`src/rtl/split2_sync_pkg.sv`:
```
// Shared types for the split2_sync steering block: FSM state encoding and synchronizer depth.
package split2_pkg;
  typedef enum logic [1:0] {IDLE, LOAD, REQ, RTZ} state_t;
  localparam int SYNC_STAGES = 2;
endpackage

```
`src/rtl/split2_sync_if.sv`:
```
// Bundled-data channel group for split2_sync: one input channel, two steered output channels.
interface split2_sync_if #(parameter int N = 1);
    logic         r_i, a_i, s_i;
    logic [N-1:0] d_i;
    logic         r0_o, a0_o, r1_o, a1_o;
    logic [N-1:0] d0_o, d1_o;

    modport slave  (input  r_i, d_i, s_i, a0_o, a1_o,
                    output a_i, r0_o, d0_o, r1_o, d1_o);
    modport master (output r_i, d_i, s_i, a0_o, a1_o,
                    input  a_i, r0_o, d0_o, r1_o, d1_o);
endinterface

```
`src/rtl/split2_sync_sync2.sv`:
```
// Single-bit multi-flop synchronizer, async active-low reset to 0.
module sync2
    import split2_pkg::*;
(
    input  logic clk,
    input  logic rst,
    input  logic d,
    output logic q
);
    logic [SYNC_STAGES-1:0] ff;

    always_ff @(posedge clk or negedge rst) begin
        if (!rst) ff <= '0;
        else      ff <= {ff[SYNC_STAGES-2:0], d};
    end

    assign q = ff[SYNC_STAGES-1];
endmodule

```
`src/rtl/split2_sync.sv`:
```
// Clocked 4-phase split: steers each input token to output 0 or 1 by s_i.
// Define SPLIT2_SYNC_EN to pass r_i/a0_o/a1_o through two-flop synchronizers.
module split2_sync
    import split2_pkg::*;
#(
    parameter int N  = 1,
    parameter int CW = 8
) (
    input  logic          clk,
    input  logic          rst,
    split2_sync_if.slave  bus,
    output logic          busy,
    output logic [CW-1:0] cnt0,
    output logic [CW-1:0] cnt1
);
    logic rq, aq0, aq1, aq_sel;

`ifdef SPLIT2_SYNC_EN
    sync2 u_sync_r  (.clk(clk), .rst(rst), .d(bus.r_i),  .q(rq));
    sync2 u_sync_a0 (.clk(clk), .rst(rst), .d(bus.a0_o), .q(aq0));
    sync2 u_sync_a1 (.clk(clk), .rst(rst), .d(bus.a1_o), .q(aq1));
`else
    assign rq  = bus.r_i;
    assign aq0 = bus.a0_o;
    assign aq1 = bus.a1_o;
`endif

    state_t        state, nxt;
    logic [N-1:0]  d_q, d_n;
    logic          sel_q, sel_n;
    logic          r0_q, r0_n, r1_q, r1_n, ai_q, ai_n;
    logic [CW-1:0] c0_n, c1_n;

    // Only the selected output's ack is ever looked at.
    assign aq_sel = sel_q ? aq1 : aq0;

    always_ff @(posedge clk or negedge rst) begin
        if (!rst) begin
            state <= IDLE;
            d_q   <= '0;
            sel_q <= 1'b0;
            r0_q  <= 1'b0;
            r1_q  <= 1'b0;
            ai_q  <= 1'b0;
            cnt0  <= '0;
            cnt1  <= '0;
        end else begin
            state <= nxt;
            d_q   <= d_n;
            sel_q <= sel_n;
            r0_q  <= r0_n;
            r1_q  <= r1_n;
            ai_q  <= ai_n;
            cnt0  <= c0_n;
            cnt1  <= c1_n;
        end
    end

    always_comb begin
        nxt   = state;
        d_n   = d_q;
        sel_n = sel_q;
        r0_n  = r0_q;
        r1_n  = r1_q;
        ai_n  = ai_q;
        c0_n  = cnt0;
        c1_n  = cnt1;
        case (state)
            IDLE: if (rq) begin
                nxt   = LOAD;
                d_n   = bus.d_i;
                sel_n = bus.s_i;
            end
            // Data already drives both outputs; request rises one cycle later.
            LOAD: begin
                nxt  = REQ;
                r0_n = !sel_q;
                r1_n = sel_q;
            end
            REQ: if (aq_sel) begin
                nxt  = RTZ;
                r0_n = 1'b0;
                r1_n = 1'b0;
                ai_n = 1'b1;
                if (sel_q) c1_n = cnt1 + 1'b1;
                else       c0_n = cnt0 + 1'b1;
            end
            RTZ: if (!rq && !aq_sel) begin
                nxt  = IDLE;
                ai_n = 1'b0;
            end
            default: nxt = IDLE;
        endcase
    end

    assign bus.a_i  = ai_q;
    assign bus.r0_o = r0_q;
    assign bus.r1_o = r1_q;
    assign bus.d0_o = d_q;
    assign bus.d1_o = d_q;
    assign busy     = (state != IDLE);
endmodule

```
`src/flat_wrapper.sv`:
```
// flat-port wrapper written by rule: the top's interface ports become plain ports
module split2_sync_flat import split2_pkg::*;
#(
    parameter int N  = 1,
    parameter int CW = 8
)
  (clk, rst, busy, cnt0, cnt1, bus_r_i, bus_d_i, bus_s_i, bus_a0_o, bus_a1_o, bus_a_i, bus_r0_o, bus_d0_o, bus_r1_o, bus_d1_o);
  split2_sync_if #(.N(N)) bus_i ();
  input  logic clk;
  input  logic rst;
  output logic busy;
  output logic [CW-1:0] cnt0;
  output logic [CW-1:0] cnt1;
  input wire logic [$bits(bus_i.r_i)-1:0] bus_r_i;
  input wire logic [$bits(bus_i.d_i)-1:0] bus_d_i;
  input wire logic [$bits(bus_i.s_i)-1:0] bus_s_i;
  input wire logic [$bits(bus_i.a0_o)-1:0] bus_a0_o;
  input wire logic [$bits(bus_i.a1_o)-1:0] bus_a1_o;
  output wire logic [$bits(bus_i.a_i)-1:0] bus_a_i;
  output wire logic [$bits(bus_i.r0_o)-1:0] bus_r0_o;
  output wire logic [$bits(bus_i.d0_o)-1:0] bus_d0_o;
  output wire logic [$bits(bus_i.r1_o)-1:0] bus_r1_o;
  output wire logic [$bits(bus_i.d1_o)-1:0] bus_d1_o;
  assign bus_i.r_i = bus_r_i;
  assign bus_i.d_i = bus_d_i;
  assign bus_i.s_i = bus_s_i;
  assign bus_i.a0_o = bus_a0_o;
  assign bus_i.a1_o = bus_a1_o;
  assign bus_a_i = bus_i.a_i;
  assign bus_r0_o = bus_i.r0_o;
  assign bus_d0_o = bus_i.d0_o;
  assign bus_r1_o = bus_i.r1_o;
  assign bus_d1_o = bus_i.d1_o;
  split2_sync #(.N(N), .CW(CW)) u_core (.clk(clk), .rst(rst), .bus(bus_i), .busy(busy), .cnt0(cnt0), .cnt1(cnt1));
endmodule
```
`config.mk`:
```
export PLATFORM = sky130hd
export DESIGN_NAME = split2_sync_flat
export DESIGN_NICKNAME = d
export VERILOG_FILES = /design/src/rtl/split2_sync_pkg.sv /design/src/rtl/split2_sync_if.sv /design/src/rtl/split2_sync_sync2.sv /design/src/rtl/split2_sync.sv /design/src/flat_wrapper.sv
export SDC_FILE = /design/constraint.sdc
export NUM_CORES = 1
export LEC_CHECK = 0
export CORE_MARGIN = 4
export CORE_UTILIZATION = 52
export CTS_BUF_LIST = sky130_fd_sc_hd__clkbuf_4 sky130_fd_sc_hd__clkbuf_8 sky130_fd_sc_hd__clkbuf_16
export DETAILED_ROUTE_END_ITERATION = 16
export MAX_ROUTING_LAYER = met4
export PLACE_DENSITY = 0.93
export SETUP_SLACK_MARGIN = 0.05
export SLEW_MARGIN = 25
export SYNTH_ARGS = -nofsm -noshare
export SYNTH_HDL_FRONTEND = slang
export SYNTH_SLANG_ARGS = --single-unit
```
`constraint.sdc`:
```
create_clock -name clk -period 4.4 [get_ports clk]
set_input_delay 0.88 -clock clk [delete_from_list [all_inputs] [get_ports clk]]
set_output_delay 0.88 -clock clk [all_outputs]
set_load 0.05 [all_outputs]
```
==> qor.log <==
[power_and_ir_drop] total power 1.09 mW
[synth] main combinational cell family by area after synthesis simple AND/OR/NAND/NOR gates
[routing] uppermost routed layer met4
[floorplan] die area 3200 um2
[routing] met1 layer wirelength in the final routing 905 um
[global_routing] number of antenna violations at the first check in global routing 0
[placed_design] DP HPWL 1.86 mm
[synth] distinct cell type count after synthesis 24
[power_and_ir_drop] clock share of power 8.8%
[critical_path] dominant delay contributor by cell family on the critical path buffers and inverters
[critical_path] Bufs and invs on worst path 3
[routing] total length of routed met3 wires 112 um
[synth] xor and xnor fraction of the mapped netlist area 10.0%
[routing] wire length per cell 14.0 um
[synth] summed instance area of the synthesized netlist 1230 um2
[timing] time the worst path needs with I/O delays and setup 2.83 ns
[timing] unrepaired setup endpoints after global routing false
[clock_network] TritonCTS clock tree yes
[clock_network] later-pin clock latency in the skew report 0.31 ns
[floorplan] core area 2230 um2
[finish] count of nets after finishing 151
[clock_network] hold-fix buffer count after cts 0
[synth] fraction of the mapped netlist area in simple logic gates 14.6%
[synth] Async SR Flop Fraction 100%
[synth] multiplexer share of the synthesized area 10.6%
[timing] TNS Setup 0 ns
[routing] number of DRC markers in iteration 0 13
[critical_path] Slowest-stage cell, CP clkdlybuf4s50_1
[power_and_ir_drop] highest ir drop seen on vdd 0.000561 V
[floorplan] Die W 56.6 um
[power_and_ir_drop] Net Sw Frac 49.5%
[synth] post-synthesis average cell area 11.5 um2
[worst_hold_path] path class of the lowest-slack min-delay path flop to flop
[power_and_ir_drop] PwrDens 711 nW/um2
[clock_network] number of gates resized after CTS 0
[synth] Adder-Cell Fraction of Synth Area 7.14%
[timing] maximum frequency from static timing analysis 0.353 GHz
[routing] via count 899
[global_routing] total global routing overflow 0
[placed_design] routability cong. 0.804
[critical_path] worst setup path category flop to primary output
[clock_network] setup bufs post-CTS 0
[finish] share of post-route cells with drive strength above 1 11.8%
[floorplan] Ports 29
[clock_network] H-tree depth 1
[critical_path] element type at the critical path end primary output
[floorplan] initial cell density of the core 54.9%
[routing] count of unresolved DRC violations after routing 0
[status] run status completed
[critical_path] critical path's largest stage delay 0.79 ns
[global_routing] largest net degree at the start of global routing 24
[power_and_ir_drop] internal cell power 551 uW
[synth] number of flip-flops and latches in the synthesized netlist 23
[critical_path] CP max FO 4
[synth] post-synthesis compound-gate area fraction 6.43%
[synth] synthesized net count 121
[floorplan] height of the die 56.6 um
[clock_network] Num CTS Buffers 3
[critical_path] CP cell instances inv_1, ha_1, inv_1, clkdlybuf4s50_1
[power_and_ir_drop] Flop pwr share 33.3%
[finish] layout overhead on the synthesized area 25.1%
[power_and_ir_drop] switching pwr 539 uW
[routing] router iterations before antenna repair 4
[finish] commonest cells after routing, fill and taps aside 27 x clkdlybuf4s50_1, 23 x dfrtp_1, 11 x nand2_1
[timing] Final Max Tran Viols 0
[critical_path] type of origin of the critical path flop
[synth] sequential-to-total area share from yosys stat 46.9%
[finish] Ant. Diodes 0
[timing] final hold violations 0
[routing] Final Routed Wirelength 2.29 mm
[clock_network] clock sink count 23
[floorplan] Core Rows 17
[timing] final number of setup-violating endpoints 0
[clock_network] clock root buffer master clkbuf_4
[synth] cells after synthesis 107
[job] max-capacitance violation count 0
[synth] total number of yosys warnings 0
[placed_design] PortBufs 28
[global_routing] first-pass GRT wire length 4.03 mm
[critical_path] cell occurring most often along the worst timing path inv_1
[critical_path] Data required, critical path 3.52 ns
[routing] average via count per standard cell 5.48
[timing] Slew HR 65.6%
[timing] slew at the pin closest to its max-slew limit 0.515 ns
[clock_network] Clock Pin Slew Worst Setup and Hold Paths 0.12 ns
[global_routing] combined global-route utilization of all metal layers 16.2%
[critical_path] arrival time reported for the critical path endpoint 1.95 ns
[timing] Layout Skew 0.00375 ns
[timing] share of the clock period used by the worst path 64.4%
[clock_network] clk buf depth 2
[power_and_ir_drop] combinational share of power 57.9%
[power_and_ir_drop] leakage power summed over all cells 0.724 nW
[routing] post-route ant nets 0
[synth] most used flip-flop cell after synthesis dfrtp_1
[synth] number of flops mapped to enable cells by yosys 0
[routing] wire length on met2 1.20 mm
[finish] leading cell type in the layout, fill and taps excluded clkdlybuf4s50_1
[global_routing] number of global-route vias before repair 902
-- routing by layer --
layer | up-vias | track usage (%)
li1 | 424 | -
met2 | 26 | 26.7
met4 | 0 | 6.10
met3 | 10 | 2.53
met5 | - | -
met1 | 439 | 19.8
-- stage by stage --
stage	area, um2	util (%)	instances	hold slack, ns	setup WS, ns
finish	1530	68.7	164	0.484	1.57
floorplan	1230	-	107	0.584	2.53
detailed placement	1510	67.7	160	0.467	1.93
CTS	1540	68.9	164	0.485	1.57
global placement	1510	67.7	160	0.455	1.98
global route	1530	68.7	164	0.501	1.48
-- power groups by stage --
stage	registers, mW	clock network (mW)	logic [mW]
final	0.363	0.0959	0.631
after global routing	0.378	0.109	0.676
after CTS	0.365	0.101	0.636
after detailed placement	0.370	0	0.633
after global placement	0.363	0	0.614
after floorplan	0.521	0	0.310
-- synthesized netlist by cell type, types with 2 or more instances --
master	number	share of area, %
nand3_1	3	1.2
dfrtp_1	23	47
inv_1	6	1.8
nor2_1	7	2.1
mux2i_1	4	3.3
xor2_1	10	7.1
nand4_1	3	1.5
nor3_1	4	1.6
nand2_1	11	3.4
mux2_2	6	5.5
xnor2_1	4	2.9
buf_6	2	1.8
ha_1	7	7.1
o21ai_0	2	0.82
a21oi_1	6	2.4
-- logic make-up (layout without fill, tap and decap cells) --
group	after synthesis	after routing
adder cells (fa/ha/maj)	7	7
buffers and inverters	9	38
multiplexers	11	11
XOR/XNOR	14	14
AND/OR/NAND/NOR	31	31
flip-flops	23	23
AO/OA/AOI/OAI	12	12
-- state kept, by name, indices dropped and copies added, names as in the netlist --
| signal | count |
|---|---|
| u_core.bus.a_i | 1 |
| u_core.bus.r1_o | 1 |
| u_core.bus.d0_o | 1 |
| u_core.sel_q | 1 |
| u_core.cnt1 | 8 |
| u_core.bus.r0_o | 1 |
| u_core.state | 2 |
| u_core.cnt0 | 8 |
-- area by class of cell --
cell class,count,area [um2]
Fill cell,176,699
Timing Repair Buffer,28,275
Sequential cell,23,576
Tap cell,28,35.0
Clock inverter,1,5.00
Clock buffer,3,22.5
Multi-Input combinational cell,75,598
Inverter,6,22.5
-- worst paths after layout --
check	start	to	slack (ns)	depth (start not counted)
min in group asynchronous	rst	u_core.cnt1[5]	0.51	1
worst min-delay path	u_core.cnt1[7]	u_core.cnt1[7]	0.48	1
worst min register to register	u_core.cnt1[7]	u_core.cnt1[7]	0.48	1
worst max register to register	u_core.state[0]	u_core.cnt1[6]	2.51	5
max in group asynchronous	rst	u_core.state[0]	3.54	1
worst max-delay path	u_core.state[0]	busy	1.57	4
(Power assumes the default switching activity.)
